<file path="config.mk">
export PLATFORM = sky130hd
export DESIGN_NAME = nibble_serial_add_ctrl
export DESIGN_NICKNAME = d
export VERILOG_FILES = /design/src/rtl/nibble_serial_add_ctrl.sv
export SDC_FILE = /design/constraint.sdc
export NUM_CORES = 1
export LEC_CHECK = 0
export ABC_CLOCK_PERIOD_IN_PS = 2200
export CORE_MARGIN = 8
export CORE_UTILIZATION = 47
export CTS_CLUSTER_DIAMETER = 120
export DETAILED_ROUTE_END_ITERATION = 8
export DONT_BUFFER_PORTS = 1
export PLACE_DENSITY = 0.71
export SYNTH_ARGS = -nofsm -noshare
export SYNTH_HDL_FRONTEND = slang
export SYNTH_SLANG_ARGS = --single-unit
export TNS_END_PERCENT = 1
</file>
<file path="constraint.sdc">
create_clock -name clk -period 2.2 [get_ports clk]
set_clock_uncertainty 0.2 [all_clocks]
set_input_delay 0.44 -clock clk [delete_from_list [all_inputs] [get_ports clk]]
set_output_delay 0.44 -clock clk [all_outputs]
set_load 0.03 [all_outputs]
</file>
<file path="src/rtl/nibble_serial_add_ctrl.sv">
// Sequencing controller that runs WIDTH-bit add/subtract operations one nibble per
// cycle, least significant first, through an external combinational 4-bit adder slice.
module nibble_serial_add_ctrl #(
   parameter int unsigned WIDTH = 16
) (
   input  logic             clk,
   input  logic             rst_n,
   input  logic             in_valid,
   output logic             in_ready,
   input  logic [WIDTH-1:0] op_a,
   input  logic [WIDTH-1:0] op_b,
   input  logic             op_cin,
   input  logic             op_sub,
   output logic [3:0]       add_a,
   output logic [3:0]       add_b,
   output logic             add_cin,
   input  logic [3:0]       add_sum,
   input  logic             add_cout,
   output logic             out_valid,
   input  logic             out_ready,
   output logic [WIDTH-1:0] res_sum,
   output logic             res_cout,
   output logic             res_ovf,
   output logic             busy
);

   localparam int unsigned NIB   = WIDTH / 4;
   localparam int unsigned IDX_W = (NIB > 1) ? $clog2(NIB) : 1;
   localparam logic [IDX_W-1:0] LAST_IDX = IDX_W'(NIB - 1);

   typedef enum logic [1:0] {
      IDLE,
      RUN,
      DONE
   } state_t;

   state_t           state;
   logic [IDX_W-1:0] idx;
   logic [WIDTH-1:0] a_reg;
   logic [WIDTH-1:0] b_reg;
   logic             carry_reg;

   logic [WIDTH-1:0] eff_b;
   logic             eff_cin;
   logic [IDX_W-1:0] nxt_idx;
   logic [3:0]       nxt_a;
   logic [3:0]       nxt_b;
   logic             is_last;

   // Slice operands are registered, so the nibble for the following cycle is
   // selected here one index ahead of the one currently presented.
   always_comb begin
      eff_b   = op_sub ? ~op_b : op_b;
      eff_cin = op_sub ? 1'b1 : op_cin;
      is_last = (idx == LAST_IDX);
      nxt_idx = is_last ? '0 : idx + 1'b1;
      nxt_a   = a_reg[{nxt_idx, 2'b00} +: 4];
      nxt_b   = b_reg[{nxt_idx, 2'b00} +: 4];
   end

   always_ff @(posedge clk or negedge rst_n) begin
      if (!rst_n) begin
         state     <= IDLE;
         idx       <= '0;
         a_reg     <= '0;
         b_reg     <= '0;
         carry_reg <= 1'b0;
         res_sum   <= '0;
         res_cout  <= 1'b0;
         res_ovf   <= 1'b0;
         out_valid <= 1'b0;
         busy      <= 1'b0;
         in_ready  <= 1'b1;
         add_a     <= '0;
         add_b     <= '0;
         add_cin   <= 1'b0;
      end else begin
         case (state)
            IDLE: begin
               if (in_valid && in_ready) begin
                  a_reg     <= op_a;
                  b_reg     <= eff_b;
                  carry_reg <= eff_cin;
                  idx       <= '0;
                  add_a     <= op_a[3:0];
                  add_b     <= eff_b[3:0];
                  add_cin   <= eff_cin;
                  in_ready  <= 1'b0;
                  busy      <= 1'b1;
                  state     <= RUN;
               end
            end

            RUN: begin
               res_sum[{idx, 2'b00} +: 4] <= add_sum;
               carry_reg <= add_cout;
               if (is_last) begin
                  res_cout  <= add_cout;
                  res_ovf   <= (a_reg[WIDTH-1] == b_reg[WIDTH-1]) &&
                               (add_sum[3] != a_reg[WIDTH-1]);
                  add_a     <= '0;
                  add_b     <= '0;
                  add_cin   <= 1'b0;
                  out_valid <= 1'b1;
                  state     <= DONE;
               end else begin
                  idx     <= nxt_idx;
                  add_a   <= nxt_a;
                  add_b   <= nxt_b;
                  add_cin <= add_cout;
               end
            end

            DONE: begin
               if (out_ready) begin
                  out_valid <= 1'b0;
                  in_ready  <= 1'b1;
                  busy      <= 1'b0;
                  state     <= IDLE;
               end
            end

            default: begin
               state     <= IDLE;
               out_valid <= 1'b0;
               in_ready  <= 1'b1;
               busy      <= 1'b0;
            end
         endcase
      end
   end

endmodule

</file>
# Word level (Yosys, flattened, before mapping)
# Cells that the tools add are included.
# Widths: inputs -> output; s select.
# totals
in_bits	43
word_cells	70
register_bits	66
output_inout_bits	30
# classes
n_reduce_logical	11
muxes	28
eq_ne	9
addsub	2
bitwise_logic	3
n_shift	4
# ops
cell	n
$shiftx 16x5->4	2
$bwmux 16	1
$mux 16	1
$mux 4	4
$not 16->16	1
$pmux 4 s2	2
$shift 4x6->16 const A	1
$shiftx 4x6->16	1
$mux 2	6
$reduce_and 3->1	4
$pmux 1 s3	3
$mux 1	8
$ne 2x2->1 const B	4
$neg 4->6	1
$pmux 2 s3	1
$reduce_and 2->1	3
$eq 2x2->1 const B	2
$pmux 2 s2	1
$add 2x1->2 const B	1
$eq 2x1->1 const B	1
$logic_and 1x1->1	2
$logic_not 2->1	1
$not 1->1	2
$pmux 1 s2	1
other kinds (3)	3

# Logic depth before layout (Yosys ltp)
# logic_depth
ltp_word	5
ltp_mapped	8
mapped_depth_nobuf	5

# Worst setup path after synthesis
# No wires, ideal clock.
# synth_timing
kind	register -> register
from	register idx[0]
to	register add_b[3]
n_path_buf	2
setup_slack_ps	-65
setup_ps	126
stages_incl_launch_ff	7
arrival_time_ps	1939
path_cell_list	dfrtp_1 buf_2 inv_1 ha_1 buf_6 mux4_2 a221o_1
# synth_via
elab_chain_len	5
elab_cells_between_ends	6
cone_classes	add/sub (1); eq/ne (1); shift (1); mux (3)
# synth_rtl
item	line_no	text
start: declaration	38	logic [IDX_W-1:0] idx;
start signal: assignment	107	idx <= nxt_idx;
$add 2x1->2 / $eq 2x2->1 (equally long branches)	56, 55	
$mux 2	56	nxt_idx = is_last ? '0 : idx + 1'b1;
$shiftx 16x5->4	58	nxt_b = b_reg[{nxt_idx, 2'b00} +: 4];
$mux 4 (*)	97	if (is_last) begin
$pmux 4 s2 (*)	78	case (state)
end signal: assignment	86	add_b <= eff_b[3:0];
end signal: assignment	109	add_b <= nxt_b;
end: declaration	15	output logic [3:0] add_b,
# Every way passes the cells marked *; elsewhere a longest branch is shown, timed or not.
# A chain may end at the register's enable or synchronous reset.

# Worst setup path in the final report
# layout_timing
from	register idx[1]
to	register add_a[2]
# layout_via
elab_chain_len	5
elab_cells_between_ends	6
cone_classes	add/sub (1); eq/ne (1); shift (1); mux (3)
# layout_rtl
item	line_no	text
$add 2x1->2 / $eq 2x2->1 (equally long branches)	56, 55	
$mux 2	56	
$shiftx 16x5->4	57	nxt_a = a_reg[{nxt_idx, 2'b00} +: 4];
$mux 4 (*)	97	
$pmux 4 s2 (*)	78	
end signal: assignment	85	add_a <= op_a[3:0];
end signal: assignment	108	add_a <= nxt_a;
end: declaration	14	output logic [3:0] add_a,
# Marked as above.

==> results.sh <==
export IMPL_core_um2=6644
export IMPL_cts_buffer_depth=2
export IMPL_critPathLaunchType="flip-flop"
export IMPL_cp_data_arrival_time_ps=2140
export IMPL_fin_setup_tns_ps=0
export IMPL_track_usage=0.1581
export IMPL_hold_end="a_reg[6]$_DFFE_PN0P_"
export IMPL_fin_hold_ws_ps=17.43
export IMPL_hold_start="op_a[6]"
export IMPL_synth_seq_cells=66
export IMPL_reg2reg_from="idx[1]$_DFFE_PN0P_"
export IMPL_power_total_w=0.005406
export IMPL_critPathKind="flip-flop to flip-flop"
export IMPL_path_clk_slew_ps=70
export IMPL_core_rowCount=30
export IMPL_die_w_um=98.10
export IMPL_status="finished, final reports clean"
export IMPL_dpl_instance_area_um2=3333
export IMPL_grt_setup_unrepaired="no"
export IMPL_syn_num_nets=347
export IMPL_ys_warn_count=0
export IMPL_synth_top_area_share=0.5134
export IMPL_synth_edf_count=0
export IMPL_max_freq_ghz=0.4720
export IMPL_max_vdd_ir_drop_v=0.0006133
export IMPL_synthArstFlopShare=1.000
export IMPL_finalCritPeriodShare=0.9630
export IMPL_start_util=0.4768
export IMPL_worst_path_buf_inv=2
export IMPL_finalInstanceArea_um2=3664
export IMPL_end_kind="flip-flop"
export IMPL_synth_cell_types=41
export IMPL_num_io_pins=73
export IMPL_syn2layout_area_growth_pct=15.64
export IMPL_die_h_um=98.10
export IMPL_finalHoldViolations=0
export IMPL_p_per_area_nw_per_um2=1476
export IMPL_setup_viol=0
export IMPL_yosysSeqAreaShare=0.5217
export IMPL_numCtsBuffers=9
export IMPL_path_cells="inv_1 > ha_1 > buf_4 > mux4_2 > a221o_1"
export IMPL_required_ps=2220
export IMPL_post_cts_resized=0
export IMPL_maxCapViolCount=0
export IMPL_grt_ovfl_total=0
export IMPL_syn_instance_count=298
export IMPL_path_delay_family="multiplexers"
export IMPL_slew_headroom=0.7149
export IMPL_gp_congestion=0.7532
export IMPL_vias=2223
export IMPL_r2r_setup_slack_ps=80
export IMPL_syn_area_per_cell_um2=10.63
export IMPL_power_leakage_nw=1.723
export IMPL_worstMarginPinSlew_ps=424.1
export IMPL_whs_path_depth=2
export IMPL_firstDrtPassIters=4
export IMPL_nets=367
export IMPL_clock_sinks=66
export IMPL_crit_fanout=6
export IMPL_final_max_slew_viol_count=0
export IMPL_cp_slowest_cell="mux4_2"
export IMPL_numPortBuffers=0
export IMPL_clock_latency_ps=340
export IMPL_route_detailed_drc=0
export IMPL_antenna_found_initial=0
export IMPL_drive_gt1_frac=0.1796
export IMPL_grt_max_degree=67
export IMPL_r2r_cells=5
export IMPL_drtIter0Drc=104
export IMPL_slowest_delay_ps=510
export IMPL_min_path_type="primary input to flip-flop"
export IMPL_grt_pass1_vias=2346
export IMPL_cts_root_buf="clkbuf_8"
export IMPL_dp_hpwl_mm=5.284
export IMPL_startpoint="idx[1]$_DFFE_PN0P_"
export IMPL_cts_htree_levels=3
export IMPL_diodes=0
export IMPL_synthFlopType="dfrtp_1"
export IMPL_vias_per_cell=5.516
export IMPL_r2r_end="add_a[2]$_DFFE_PN0P_"
export IMPL_grt_pass1_wl_mm=12.10
export IMPL_ant_nets=0
export IMPL_dpl_cell_count=377
export IMPL_wl_per_cell_um=17.85
export IMPL_finalWirelength_mm=7.195
export IMPL_dieArea_um2=9624
export IMPL_cts_tree="built"
export IMPL_layout_cells_non_filler=403
export IMPL_syn_area_um2=3168
export IMPL_synth_area_top_cells="dfrtp_1 51%, nand2_1 9.5%, mux4_2 5.0%, xnor2_1 4.4%, o21ai_1 3.6%"
export IMPL_fin_crit_ps=2119
export IMPL_synth_area_leader_cell="dfrtp_1"
==> worst max path at each step <==
stage | depth (start not counted) | end | slack (ps)
2_1_floorplan | 6 | add_b[3]$_DFFE_PN0P_ | 10
3_3_place_gp | 5 | add_b[3]$_DFFE_PN0P_ | 100
3_5_place_dp | 5 | add_b[3]$_DFFE_PN0P_ | 20
4_1_cts | 5 | add_a[2]$_DFFE_PN0P_ | 60
5_1_grt | 5 | add_a[2]$_DFFE_PN0P_ | 20
6_report | 5 | add_a[2]$_DFFE_PN0P_ | 80
==> cell usage in the layout, fill, tap and decap left out, types with 2 or more instances in the layout <==
cell           netlist  final
a21bo_2              4      4
a21o_1               5      5
a21oi_1              8      8
a221o_1              8      8
a22o_1               9      9
buf_4                1     21
bufinv_16            0      2
clkbuf_8             0      9
clkinv_2             0      2
clkinvlp_4           0      2
dfrtp_1             65     65
dlygate4sd3_1        0      7
ha_1                 6      6
inv_1                5      5
mux4_2               7      7
nand2_1             80     80
nand2b_1             2      2
nand3_1              2      2
nand3b_1             4      4
nand4b_1             4      4
nor2_1               8      8
nor4b_2              2      2
o21ai_1             23     23
o31ai_1              3      3
xnor2_1             16     16
==> metal layers <==
layer | track usage | share of wire
met5 | 0 | 0
met4 | 0.04077 | 0.0097
met3 | 0.06970 | 0.083
met2 | 0.2445 | 0.47
met1 | 0.1966 | 0.43
==> repair_timing <==
item | 4_1_cts | 5_1_grt
setup endpoints to repair | 1 | 1
hold buffers | 8 | 0
setup buffers | 1 | 1
hold endpoints to repair | 72 | 0
pin swaps | 0 | 0
==> cells in the mapped netlist (2+ instances only) <==
cell / n
nand2_1: 80
dfrtp_1: 65
o21ai_1: 23
xnor2_1: 16
a22o_1: 9
buf_2: 9
a21oi_1: 8
a221o_1: 8
clkbuf_1: 8
nor2_1: 8
mux4_2: 7
ha_1: 6
a21o_1: 5
inv_1: 5
a21bo_2: 4
nand3b_1: 4
nand4b_1: 4
o31ai_1: 3
nand2b_1: 2
nand3_1: 2
nor4b_2: 2
==> cell type report <==
class	instances	area (um2)
fill	582	2980
sequential	66	1653
multi-input combinational	207	1419
timing repair buffer	29	255.2
clock buffer	9	123.9
tap	80	100.1
clock inverter	7	93.84
inverter	5	18.77
==> report_power, final <==
group	leakage [nW]	total (W)	internal (W)	switching, W
Sequential	0.831	0.00263	0.00176	0.000869
Clock	0.105	0.00110	0.000635	0.000468
Combinational	0.786	0.00168	0.000922	0.000754
Total	1.72	0.00541	0.00331	0.00209
==> kinds of logic after synthesis <==
family,count (synthesis),synth area share
flip-flops,66,0.5217
adder cells (fa/ha/maj),6,0.02370
AO/OA/AOI/OAI,66,0.1469
AND/OR/NAND/NOR,111,0.1738
XOR/XNOR,16,0.04423
buffers and inverters,25,0.03673
multiplexers,8,0.05292
==> per-stage QoR <==
stage / utilization / setup WS, ps
finish: 0.5514 / 81.41
global route: 0.5514 / 15.52
CTS: 0.5503 / 64.77
detailed placement: 0.5017 / 16.20
global placement: 0.5017 / 102.8
floorplan: - / 14.98
(Power assumes the default switching activity.)
